[src/rtl/tick_gen.sv]
// tick_gen: programmable tick generator feeding a downstream counter's enable.
// Period is div+1 clocks; periodic mode runs until stopped, one-shot mode
// issues exactly `count` ticks and then pulses `done`.
// Optional macro TICK_GEN_RESTART_EN: a start request while running
// re-captures the configuration and restarts the prescaler.
//
// state | meaning
// IDLE  | waiting for an accepted start; busy low
// RUN   | prescaler counting, ticks issued every div+1 cycles; busy high
module tick_gen #(
   parameter int DW = 16
) (
   input  logic          clk,
   input  logic          rst_n,
   input  logic          start,
   input  logic          stop,
   input  logic          oneshot,
   input  logic [DW-1:0] div,
   input  logic [DW-1:0] count,
   output logic          tick,
   output logic          busy,
   output logic          done
);

   typedef enum logic {
      IDLE = 1'b0,
      RUN  = 1'b1
   } state_t;

   state_t        state, state_nx;
   logic [DW-1:0] pcnt, pcnt_nx;
   logic [DW-1:0] rem, rem_nx;
   logic [DW-1:0] div_q, div_nx;
   logic          oneshot_q, oneshot_nx;
   logic          tick_nx, done_nx;
   logic          load;

   // State, counters, captured configuration and registered pulses.
   always_ff @(posedge clk or negedge rst_n) begin
      if (!rst_n) begin
         state     <= IDLE;
         pcnt      <= '0;
         rem       <= '0;
         div_q     <= '0;
         oneshot_q <= 1'b0;
         tick      <= 1'b0;
         done      <= 1'b0;
      end else begin
         state     <= state_nx;
         pcnt      <= pcnt_nx;
         rem       <= rem_nx;
         div_q     <= div_nx;
         oneshot_q <= oneshot_nx;
         tick      <= tick_nx;
         done      <= done_nx;
      end
   end

   // Next-state, prescaler and one-shot bookkeeping.
   always_comb begin
      state_nx   = state;
      pcnt_nx    = pcnt;
      rem_nx     = rem;
      div_nx     = div_q;
      oneshot_nx = oneshot_q;
      tick_nx    = 1'b0;
      done_nx    = 1'b0;
      load       = 1'b0;

      case (state)
         IDLE: begin
            if (start && !stop) load = 1'b1;
         end
         RUN: begin
            // stop beats a due tick and any restart request
            if (stop) begin
               state_nx = IDLE;
               pcnt_nx  = '0;
            end
`ifdef TICK_GEN_RESTART_EN
            else if (start) begin
               load = 1'b1;
            end
`endif
            else if (pcnt == div_q) begin
               pcnt_nx = '0;
               tick_nx = 1'b1;
               if (oneshot_q) begin
                  rem_nx = rem - DW'(1);
                  if (rem == DW'(1)) begin
                     state_nx = IDLE;
                     done_nx  = 1'b1;
                  end
               end
            end else begin
               pcnt_nx = pcnt + DW'(1);
            end
         end
         default: state_nx = IDLE;
      endcase

      // A zero-length one-shot completes immediately without a tick.
      if (load) begin
         div_nx     = div;
         oneshot_nx = oneshot;
         pcnt_nx    = '0;
         rem_nx     = count;
         if (oneshot && (count == '0)) begin
            state_nx = IDLE;
            done_nx  = 1'b1;
         end else begin
            state_nx = RUN;
         end
      end
   end

   assign busy = (state == RUN);

endmodule

[config.mk]
export PLATFORM = sky130hd
export DESIGN_NAME = tick_gen
export DESIGN_NICKNAME = d
export VERILOG_FILES = /design/src/rtl/tick_gen.sv
export SDC_FILE = /design/constraint.sdc
export NUM_CORES = 1
export LEC_CHECK = 0
export CAP_MARGIN = 20
export CORE_MARGIN = 5
export CORE_UTILIZATION = 49
export CTS_CLUSTER_SIZE = 28
export DETAILED_ROUTE_END_ITERATION = 10
export GPL_ROUTABILITY_DRIVEN = 1
export PLACE_DENSITY = 0.76
export REMOVE_ABC_BUFFERS = 1
export SLEW_MARGIN = 20
export SYNTH_ARGS = -nofsm -noshare
export SYNTH_HDL_FRONTEND = slang
export SYNTH_SLANG_ARGS = --single-unit
[constraint.sdc]
create_clock -name clk -period 2.2 [get_ports clk]
set_clock_uncertainty 0.2 [all_clocks]
set_input_delay 0.33 -clock clk [delete_from_list [all_inputs] [get_ports clk]]
set_output_delay 0.33 -clock clk [all_outputs]
set_load 0.01 [all_outputs]
==> impl_metrics.csv <==
group,metric,value,unit
logic_synthesis,yosysSeqAreaShare,46.53,%
cells_and_area,final_nets,458,
place,finalWeightedCongestion,0.8534,
hold_path,hp-class,"reg2reg",
timing,rsz0062_at_grt,"yes",
cts,cts_tree,"done",
grt,grt_max_degree,33,
floorplan,coreArea,0.005540,mm2
grt,overflow,0,
floorplan,die_w,85.55,um
critical_path,reg2regPathDepth,6,
floorplan,start_util,50.47,%
cells_and_area,drive_gt1_share,28.95,%
logic_synthesis,synth_area,0.002796,mm2
critical_path,cp-start-kind,"register",
cts,cts_root_buf,"clkbuf_8",
floorplan,die-area,0.007318,mm2
critical_path,critPathArrivalTime,2.39,ns
power_and_ir_drop,ir_worst_vdd,0.0003847,V
cts,clkSlewWorstSetupHoldPaths,0.09,ns
cells_and_area,diodes,0,
logic_synthesis,ys_warn_count,0,
floorplan,ios,40,
grt,antenna_found_initial,0,
power_and_ir_drop,p_leak,1.990,nW
grt,grt_pass1_wl,12.68,mm
logic_synthesis,yosysTopAreaCell,"dfrtp_1",
logic_synthesis,synth_cells,312,
cells_and_area,fillers,372,
detailed_routing,drt_first_pass_iters,4,
logic_synthesis,synth_top_area_share,46.53,%
timing,worst_pin_slew,0.5393,ns
grt,first_global_vias,2794,
timing,slew-limit-headroom,64.04,%
critical_path,rrSetupSlack,-0.21,ns
hold_path,hold_end,"div_q[1]",
critical_path,timing.rr.start,"rem[5]",
detailed_routing,viasPerCell,5.741,
cts,clk_latency,0.31,ns
timing,max_freq,415.5,MHz
hold_path,min_from,"div_q[1]",
logic_synthesis,avgSynthCellArea,8.963,um2
logic_synthesis,ys_types,41,
cts,clockBufferDepth,2,
place,hpwl,5.162,mm
timing,timing.final.ws_setup,-0.2070,ns
timing,final_max_slew_viol_count,0,
timing,hold_violations,0,
timing,layout_min_cycle_time,2.407,ns
detailed_routing,drtAntennaViolNets,0,
critical_path,worstPathRequired,2.19,ns
grt,grt_usage,21.73,%
logic_synthesis,async_flop_share,100.0,%
power_and_ir_drop,finalPower,2.283,mW
floorplan,rows,27,
hold_path,hold_depth,2,
timing,finalSetupViolCount,21,
logic_synthesis,synth_edf_count,0,
place,port_buffers,39,
timing,period_share,109.4,%
logic_synthesis,ys_ff_latch,52,
critical_path,crit_fanout,6,
floorplan,chipHeight,85.55,um
detailed_routing,drc,0,
cts,clock_sinks,52,
critical_path,worstSetupEndpointType,"register",
timing,hold_slack,0.3100,ns
run_status,violations,"negative setup slack",
detailed_routing,totalWireLength,8.978,mm
critical_path,path_class,"reg2reg",
logic_synthesis,synth_area_leaders,"dfrtp_1 (47%), nand2_1 (9.3%), xor2_1 (5.3%)",
cells_and_area,fin_util,75.84,%
cts,cts.htree.levels,2,
critical_path,reg2reg_to,"rem[14]",
detailed_routing,wl_per_cell,18.32,um
detailed_routing,vias,2813,
cells_and_area,syn2layout_area_growth,50.25,%
job,cap_violations,0,
cts,cts_buffers,5,
power_and_ir_drop,power_density,543.4,mW/mm2
run_status,outcome,"finished, violations left",
detailed_routing,drt-initial-drc-count,268,
logic_synthesis,synth_ff_type,"dfrtp_1",
## flip-flops by register name, indices dropped and copies added (netlist names)
register   flops
tick           1
pcnt          16
oneshot_q      1
done           1
rem           16
busy           1
div_q         16
## synth_stat cells, types with 2 or more instances
| cell type | instances |
|---|---|
| a21oi_1 | 16 |
| and4_1 | 2 |
| nor4_1 | 14 |
| or4_1 | 3 |
| a21o_1 | 5 |
| and2_1 | 3 |
| nor2_1 | 16 |
| nand2_1 | 69 |
| o21ai_0 | 10 |
| nand3_1 | 9 |
| clkbuf_1 | 9 |
| buf_6 | 2 |
| nor3_1 | 9 |
| a31oi_1 | 9 |
| nor4b_1 | 2 |
| nand2b_1 | 4 |
| inv_1 | 6 |
| a22o_1 | 5 |
| xor2_1 | 17 |
| o21ai_1 | 2 |
| ha_1 | 3 |
| dfrtp_1 | 52 |
| and3_1 | 7 |
| xnor2_1 | 14 |
| a41oi_1 | 2 |
| or3_1 | 5 |
| buf_2 | 2 |
| nand4_1 | 2 |
## cells in the final DEF, fill, tap and decap left out, types with 8 or more instances in the layout
cell type        instances
nand2_1                 69
buf_4                   61
dfrtp_1                 52
clkdlybuf4s50_1         38
xor2_1                  17
nor2_1                  14
xnor2_1                 11
nor4_1                   9
a21oi_1                  9
nand3_1                  8
## through the flow
step | worst slack, ns | cells | setup TNS (ns) | area (um2)
floorplan | -0.5877 | 299 | -15.69 | 2730
global placement | -0.2346 | 471 | -1.790 | 3694
detailed placement | -0.1975 | 471 | -2.437 | 3694
CTS | -0.1130 | 484 | -0.8758 | 3918
global route | -0.3255 | 490 | -5.031 | 4202
finish | -0.2070 | 490 | -1.755 | 4202
## timing repair
item                                    CTS  global route
hold buffers                              1             0
buffers inserted                          4             6
pin swaps                                 6            37
endpoints found under the setup margin   30            33
gates resized for setup                  21            44
cloned                                    1             1
endpoints found under the hold margin    20             0
## power breakdown
group	internal, mW	switching [mW]	total (mW)	leakage (nW)
sequential	1.06	0.0972	1.16	0.661
clock	0.217	0.306	0.523	0.0410
combinational	0.310	0.292	0.602	1.29
total	1.59	0.696	2.28	1.99
## routing by layer
metal  wire length, um  vias up  GRT usage, %  part of all wire, %
met4               288        0         7.770                  3.2
met1              3443     1369         25.92                   38
met2              4812      107         39.05                   54
li1                  -     1305             -                    -
met5                 0        -             0                    0
met3               433       32         3.939                  4.8
## how the worst max path moves through the flow
stage,from,endpoint,cells past startpoint
detailed placement,div_q[6],rem[15],9
finish,rem[5],rem[14],6
global placement,div_q[0],rem[15],9
global route,div_q[0],rem[10],8
CTS,rem[5],rem[8],6
floorplan,busy,rem[10],2
## critical path: stages (launching register included)
cell	delay [ns]
dfrtp_1	0.39
or4_4	0.54
or2_4	0.30
or4_4	0.51
nor2_4	0.13
xnor2_2	0.12
o21ai_1	0.09
## cell type report
class	instances	area, um2	area share (%)
clock buffer	6	72.57	1.727
clock inverter	1	5.005	0.1191
inverter	6	22.52	0.5360
multi-input combinational	241	1698	40.41
sequential	52	1301	30.97
tap	72	90.09	2.144
timing repair buffer	112	1012	24.09
## cell families after synthesis
group	count (synthesis)	synth area share (%)
mux	2	0.7606
compound gates	52	11.50
xor+xnor	31	9.709
simple gates	153	26.98
buf+inv	19	3.177
fa+ha+maj	3	1.342
flops	52	46.53
Note: power is estimated with default switching activity, not from simulation.
